--- src/rtl/neopix_byte_tx.sv ---
// Byte FIFO feeding a WS2812 serialiser: bytes pushed on READY go out MSB-first as
// high/low-coded bit periods, with a latch gap ending each frame.
module neopix_byte_tx #(
  parameter int T0H          = 20,
  parameter int T1H          = 40,
  parameter int TBIT         = 62,
  parameter int RESET_CYCLES = 3000,
  parameter int FIFO_DEPTH   = 16,
  localparam int AW          = $clog2(FIFO_DEPTH)
) (
  input  logic          clk,
  input  logic          rst,
  input  logic [7:0]    DATA,
  input  logic          READY,
  output logic          DOUT,
  output logic          BUSY,
  output logic          FRAME_DONE,
  output logic          OVERFLOW,
  output logic [AW:0]   LEVEL,
  output logic [1:0]    state_dbg
);

  localparam int PW = $clog2(TBIT);
  localparam int GW = $clog2(RESET_CYCLES);

  typedef enum logic [1:0] {
    S_IDLE  = 2'd0,
    S_BIT   = 2'd1,
    S_LATCH = 2'd2
  } state_t;

  state_t          state_q, state_d;
  logic [PW-1:0]   phase_q, phase_d;
  logic [2:0]      bitcnt_q, bitcnt_d;
  logic [7:0]      shreg_q, shreg_d;
  logic [GW-1:0]   gap_q, gap_d;
  logic            sent_q, sent_d;
  logic            frame_done_d;
  logic            dout_d;
  logic            pop;

  logic [7:0]      mem [FIFO_DEPTH];
  logic [AW-1:0]   wr_ptr, rd_ptr;
  logic [AW:0]     level_q;
  logic            full, empty, push;
  logic [7:0]      head;
  logic [PW-1:0]   high_len;

  assign full  = (level_q == (AW+1)'(FIFO_DEPTH));
  assign empty = (level_q == '0);
  assign push  = READY && !full;
  assign head  = mem[rd_ptr];

  // Fullness is judged on the occupancy before this edge, so a same-cycle pop
  // never makes room for the incoming byte.
  always_ff @(posedge clk) begin
    if (push) mem[wr_ptr] <= DATA;
  end

  always_ff @(posedge clk) begin
    if (rst) begin
      wr_ptr   <= '0;
      rd_ptr   <= '0;
      level_q  <= '0;
      OVERFLOW <= 1'b0;
    end else begin
      if (push) wr_ptr <= wr_ptr + 1'b1;
      if (pop)  rd_ptr <= rd_ptr + 1'b1;
      case ({push, pop})
        2'b10:   level_q <= level_q + 1'b1;
        2'b01:   level_q <= level_q - 1'b1;
        default: level_q <= level_q;
      endcase
      if (READY && full) OVERFLOW <= 1'b1;
    end
  end

  always_ff @(posedge clk) begin
    if (rst) begin
      state_q    <= S_LATCH;
      phase_q    <= '0;
      bitcnt_q   <= '0;
      shreg_q    <= '0;
      gap_q      <= '0;
      sent_q     <= 1'b0;
      DOUT       <= 1'b0;
      FRAME_DONE <= 1'b0;
    end else begin
      state_q    <= state_d;
      phase_q    <= phase_d;
      bitcnt_q   <= bitcnt_d;
      shreg_q    <= shreg_d;
      gap_q      <= gap_d;
      sent_q     <= sent_d;
      DOUT       <= dout_d;
      FRAME_DONE <= frame_done_d;
    end
  end

  assign high_len = shreg_q[7] ? PW'(T1H) : PW'(T0H);
  assign dout_d   = (state_q == S_BIT) && (phase_q < high_len);

  always_comb begin
    state_d      = state_q;
    phase_d      = phase_q;
    bitcnt_d     = bitcnt_q;
    shreg_d      = shreg_q;
    gap_d        = gap_q;
    sent_d       = sent_q;
    frame_done_d = 1'b0;
    pop          = 1'b0;
    case (state_q)
      S_IDLE: begin
        if (!empty) begin
          pop      = 1'b1;
          shreg_d  = head;
          bitcnt_d = 3'd7;
          phase_d  = '0;
          state_d  = S_BIT;
        end
      end
      S_BIT: begin
        if (phase_q == PW'(TBIT - 1)) begin
          phase_d = '0;
          if (bitcnt_q != 3'd0) begin
            shreg_d  = {shreg_q[6:0], 1'b0};
            bitcnt_d = bitcnt_q - 3'd1;
          end else if (!empty) begin
            pop      = 1'b1;
            shreg_d  = head;
            bitcnt_d = 3'd7;
          end else begin
            gap_d   = '0;
            sent_d  = 1'b1;
            state_d = S_LATCH;
          end
        end else begin
          phase_d = phase_q + 1'b1;
        end
      end
      S_LATCH: begin
        // Only a gap that follows transmitted data may be cut short; the post-reset
        // gap always runs to completion so the chain is latched before new data.
        if (gap_q == GW'(RESET_CYCLES - 1)) begin
          frame_done_d = sent_q;
          sent_d       = 1'b0;
          state_d      = S_IDLE;
        end else if (sent_q && !empty) begin
          pop      = 1'b1;
          shreg_d  = head;
          bitcnt_d = 3'd7;
          phase_d  = '0;
          state_d  = S_BIT;
        end else begin
          gap_d = gap_q + 1'b1;
        end
      end
      default: state_d = S_LATCH;
    endcase
  end

  assign BUSY      = (state_q != S_IDLE);
  assign LEVEL     = level_q;
  assign state_dbg = state_q;

endmodule

--- config.mk ---
export PLATFORM = sky130hd
export DESIGN_NAME = neopix_byte_tx
export DESIGN_NICKNAME = d
export VERILOG_FILES = /design/src/rtl/neopix_byte_tx.sv
export SDC_FILE = /design/constraint.sdc
export NUM_CORES = 1
export LEC_CHECK = 0
export CORE_ASPECT_RATIO = 1.2
export CORE_MARGIN = 2
export CORE_UTILIZATION = 55
export CTS_CLUSTER_SIZE = 30
export DETAILED_ROUTE_END_ITERATION = 16
export PLACE_DENSITY = 0.76
export SLEW_MARGIN = 10
export SYNTH_ARGS = -nofsm -noshare
export SYNTH_HDL_FRONTEND = slang
export SYNTH_SLANG_ARGS = --single-unit
--- constraint.sdc ---
create_clock -name clk -period 4.01 [get_ports clk]
set_clock_uncertainty 0.2 [all_clocks]
set_input_delay 0.6015 -clock clk [delete_from_list [all_inputs] [get_ports clk]]
set_output_delay 0.6015 -clock clk [all_outputs]
set_load 0.01 [all_outputs]
### Word level (Yosys, flattened, before mapping)

Memories as Yosys holds them, arrays and structs flattened. A register that Yosys moved wholly into a read port is not among the register bits.
Cells that the tools add are included.

| storage, ports and cells | value |
|---|---|
| RAM bits | 128 |
| input bits | 11 |
| bits in read-only memories | 0 |
| bits in latches | 0 |
| register bits | 48 |
| word-level logic and storage cells | 105 |
| memories kept | 1 |

Memories:

| name | words | bits a word | read ports | clocked after memory_dff | wr ports | RTL line | source |
|---|---|---|---|---|---|---|---|
| mem | 16 | 8 | 1 | 1 | 1 | 42 | `logic [7:0] mem [FIFO_DEPTH];` |

| operators by class | value |
|---|---|
| divide/modulo/power cells | 0 |
| add/subtract/negate cells | 7 |
| reduce and logical (&&, ||, !) cells | 19 |
| multiply operators | 0 |
| mux-type cells | 47 |
| shifts and indexed selects | 0 |
| bitwise operators | 2 |
| order comparisons | 1 |
| eq/ne operators | 16 |

Operators with widths:

| operator | number |
|---|---|
| 12-bit 2-to-1 mux | 5 |
| 8-bit 2-to-1 mux | 5 |
| 6-bit 2-to-1 mux | 5 |
| 12-bit one-hot mux with 2 select lines | 1 |
| 8-bit one-hot mux with 3 select lines | 1 |
| 6-bit one-hot mux with 3 select lines | 1 |
| 3-bit 2-to-1 mux | 5 |
| 2-bit != test, second input constant | 7 |
| 12-bit by 1-bit adder with 12-bit output, second input constant | 1 |
| 12-bit equality test, second input constant | 1 |
| 2-bit 2-to-1 mux | 6 |
| 1-bit 2-to-1 mux | 11 |
| 5-bit one-hot mux with 2 select lines | 1 |
| 5-bit AND reduction | 2 |
| 3-bit one-hot mux with 3 select lines | 1 |
| 4-bit by 1-bit adder with 4-bit output, second input constant | 2 |
| 4-bit 2-to-1 mux | 2 |
| 4-bit AND reduction | 2 |
| 6-bit by 1-bit adder with 6-bit output, second input constant | 1 |
| 6-bit equality test, second input constant | 1 |
| 6-bit less-than comparator | 1 |
| 2-bit one-hot mux with 3 select lines | 1 |
| 6-bit AND reduction | 1 |
| 2-bit nonzero test | 3 |
| 17 further kinds | 25 |

### Depth between registers and ports, before layout

| logic depth | value |
|---|---|
| depth in word-level cells | 8 |
| depth in mapped cells | 15 |

### Worst setup path after synthesis

Ideal clock, no wire load.

| timing | value |
|---|---|
| path kind | register -> register |
| start | register state_q[0], in the netlist state_dbg[0] |
| end | register level_q[2], in the netlist LEVEL[2] |
| data required time | 3.739 ns |
| period minus slack after synthesis | 3.340 ns |
| path slack | 0.670 ns |
| path buffers | 2 |
| data arrival time | 3.070 ns |
| stages on the path, launching flop included | 16 |
| cells stage by stage | dfxtp_1 > inv_1 > ha_1 > buf_2 > and2_1 > o31ai_4 > a211oi_4 > ha_1 > buf_1 > xor2_1 > ha_1 > inv_1 > o221a_2 > xor2_1 > or3_1 > a21oi_1 |

| on the way | value |
|---|---|
| cells in the longest elaborated chain, start to end | 4 |

Ends and longest elaborated chain:

| element | RTL line | source |
|---|---|---|
| start, declared | 32 | `state_t state_q, state_d;` |
| start signal, assigned | 89 | `state_q <= state_d;` |
| 2-bit equality test (tied with other cells) | 112 | `case (state_q)` |
| 1-bit one-hot mux with 3 select lines (*) | 112 |  |
| net pop | 40 | `logic pop;` |
| 2-bit by 1-bit equality test with 1-bit output / 2-bit equality test (equally long branches) | 69 | `case ({push, pop})` |
| 5-bit one-hot mux with 2 select lines / 2-bit nonzero test (equally long branches) | n/a |  |
| end signal, assigned | 70 | `2'b10: level_q <= level_q + 1'b1;` |
| end signal, assigned | 71 | `2'b01: level_q <= level_q - 1'b1;` |
| end signal, assigned | 72 | `default: level_q <= level_q;` |
| end, declared | 44 | `logic [AW:0] level_q;` |

Mark *: on every way through the listed nets, which the timed path passes. The rest lies on a longest branch.
A chain may end at the register's enable or synchronous reset.

### Worst setup path after layout

Same ends and word-level chain as after synthesis.

==> impl_results.md <==
* Outcome: finished with violations
* Failing checks: design-rule violations
* Max Root-Sink Buffers at 2
* Fmax achieved at approximately 270 MHz
* Total GRT Usage at 21.79%
* # H-tree levels at 4
* CP Launch Point: state_dbg[0]
* Class of the worst hold path: reg2reg
* Remaining Overflow, GRT at 0
* Max IR drop VDD at roughly 350 uV
* Final hold viol count at 0
* Clk Latency, worst-skew pair at 0.42 ns
* Largest net degree at the start of global routing at 31
* Grt met1 use at 27.84%
* Post-cts sizing count at 0
* Async set or reset register ratio after synthesis at 0%
* GRT Max-Usage Layer: met2
* Max-Cap Viols at 0
* Worst Max-Slew Pin Slew at between 0.9 and 1 ns
* Worst r2r src: state_dbg[0]
* Vias/cell at 6.019
* R2r setup slk at roughly 0.36 ns
* Number of global-route vias before repair at ~4500
* Nets at 596
* Minimum clock period at 3.655 ns
* CTS root buffer: clkbuf_16
* Area grow syn2layout at 12.51%
* Power Total at 0.004878 W
* CP Capture Type: flop
* Antenna Cells at 0
* Final period utilization at 91.14%
* Worst R2R Path Depth at 13
* Drt pass-1 iters at 11
* Wire per inst at 20.48 um
* Core Area at about 0.014 sq mm
* Antenna violations before repair at 0
* Total Neg Setup Slack at 0 ns
* Final wirelength at 15.34 mm
* Post CTS Setup Buffer Count at 0
* LEAKAGE at 2.881 nW
* Met3 Track Usage GR at 4.578%
* CP Class: reg2reg
* CP max FO at 14
* Chip Width at ~110 um
* DRC violation count after routing at 2
* Avg Cell Area, Syn at 14.52 sq um
* DPL Wire Length at 10.20 mm
* CTS tree: done
* CTS buffer count at 17
* Clk slew on worst S/H paths at 0.07 ns
* RSZ-0062 raised after global routing: no
* Port Buf Inserts at 21
* Power Density at 552.8 mW/mm^2
* Final setup fails at 0
* Non-Filler Instances at 749
* Die Y at 134.8 um
* DR vias at 4508
* Startpoint Class: flop
* Number of synthesized flops with an enable pin at 128
* Global-route wire length before repair at 24.84 mm
* FF+latch count, synth at 180
* Clock sinks at 180
* Worst r2r dst: LEVEL[2]
* Met2 Use GR at 37.43%
* Initial Utilization at a little under three fifths
* Hold slack at 0.2910 ns
* Arrival @ worst endpoint at 3.81 ns
* Sequential element share of the synthesized area at a little over 60%
* Final Core Density at 63.58%
* Number of synthesis warnings at 0
* Share of post-route cells with drive strength above 1 at between 15 and 20%
* Die ar. at 0.01523 sq mm
* Post-Synthesis Cells at 540
* Post-DRT Antenna Nets at 0
* Synthesized Nets at 570
* DP Cell Count at 718
* IO Count at 22
* Yosys cell types at 66
* CP endpoint: LEVEL[2]
* Row count at 47
* Pins Over Slew Limit at 0
* Post-CTS Hold Fix Bufs at 0
* Placer Congestion at between 0.8 and 0.9
* Ys flop type: edfxtp_1
* Slew margin rel. at 37.75%
* DR iter-0 viols at 451
* Cell Area, Synth at just under 0.008 sq mm
* Critical Path RT at 4.17 ns
-- cell usage after synthesis (3+ instances only) --
cell,number,area (sq um)
mux4_2,32,720.7
nor2_1,58,217.7
xnor2_1,13,113.9
clkbuf_1,13,48.80
nand2b_1,5,31.28
a21oi_1,12,60.06
nor3b_1,3,22.52
inv_1,15,56.30
ha_1,19,237.7
o21ai_0,10,50.05
nor4_2,4,50.05
edfxtp_1,128,3844
buf_1,4,15.01
nor3_1,9,45.04
a221o_1,7,70.07
buf_6,3,33.78
mux2i_1,11,110.1
buf_2,5,25.02
nand3_1,10,50.05
nand2_1,22,82.58
a21o_1,4,30.03
and2_1,4,25.02
xor2_1,11,96.34
dfxtp_1,52,1041
nor2b_1,10,62.56
nand4_1,12,75.07
a211oi_1,18,135.1
-- cells in the final DEF, fill, tap and decap left out, types with 11 or more instances in the layout --
cell type / instances
mux4_2: 32
buf_4: 13
nand4_1: 12
xnor2_1: 13
dfxtp_1: 51
a21oi_1: 12
mux2i_1: 11
nor2_1: 58
a211oi_1: 18
nand2_1: 22
inv_1: 15
ha_1: 19
xor2_1: 11
edfxtp_1: 128
clkbuf_16: 17
clkdlybuf4s50_1: 21
-- critical path: stages (launching register included) --
cell and delay (ns):
dfxtp_1 0.34, inv_1 0.13, ha_1 0.43, and2_1 0.28, o31ai_4 0.11, a211oi_4 0.43, ha_1 0.53, xor2_1 0.19
ha_1 0.16, inv_1 0.04, o221a_2 0.13, xor2_1 0.15, or3_1 0.32, a21oi_1 0.14
-- worst min-delay path by stage --
stage | start | end | slack [ns] | cells past startpoint
6_report | OVERFLOW | OVERFLOW | 0.29 | 2
5_1_grt | shreg_q[3] | shreg_q[3] | 0.30 | 1
4_1_cts | OVERFLOW | OVERFLOW | 0.29 | 2
3_5_place_dp | shreg_q[3] | shreg_q[4] | 0.27 | 1
3_3_place_gp | OVERFLOW | OVERFLOW | 0.25 | 2
2_1_floorplan | bitcnt_q[1] | bitcnt_q[1] | 0.25 | 2
-- report_power, final --
part | total (W) | switching (W) | internal, W
sequential | 0.00223 | 0.000127 | 0.00210
clock | 0.00166 | 0.000726 | 0.000936
combinational | 0.000988 | 0.000562 | 0.000426
-- kinds of logic after synthesis --
family	Yosys count	synth area share [%]
XOR/XNOR	24	2.680
multiplexers	44	10.74
flip-flops	180	62.28
AND/OR/NAND/NOR	154	10.67
adder cells (fa/ha/maj)	19	3.031
buffers and inverters	42	2.473
AO/OA/AOI/OAI	77	8.121
-- metrics by stage --
| step | worst slack (ns) | area, sq um |
|---|---|---|
| 6_report | 0.3552 | 8823 |
| 3_3_place_gp | 0.5884 | 8228 |
| 2_1_floorplan | 0.6697 | 7843 |
| 5_1_grt | 0.06792 | 8823 |
| 4_1_cts | 0.3737 | 8823 |
| 3_5_place_dp | 0.3869 | 8228 |
-- registers in the layout (all words and copies together) (netlist names), named ones only --
name / count
DOUT: 1
FRAME_DONE: 1
LEVEL: 5
OVERFLOW: 1
bitcnt_q: 3
gap_q: 12
mem: 128
phase_q: 6
rd_ptr: 4
sent_q: 1
shreg_q: 8
state_dbg: 2
wr_ptr: 4
-- routing by layer --
layer  up-vias  part of all wire (%)
li1       2114                     -
met1      2247                    41
met3        22                   4.0
met5         -                     0
met2       125                    53
met4         0                   1.6
-- final cells by class --
class                           count  area (sq um)
Multi-Input combinational cell    318          2764
Sequential cell                   180          4886
Fill cell                        1031          5055
Clock buffer                       17         425.4
Tap cell                          171         214.0
Clock inverter                     14         170.2
Timing Repair Buffer               34         307.8
Inverter                           15         56.30
Power figures use the tool's default switching activity.
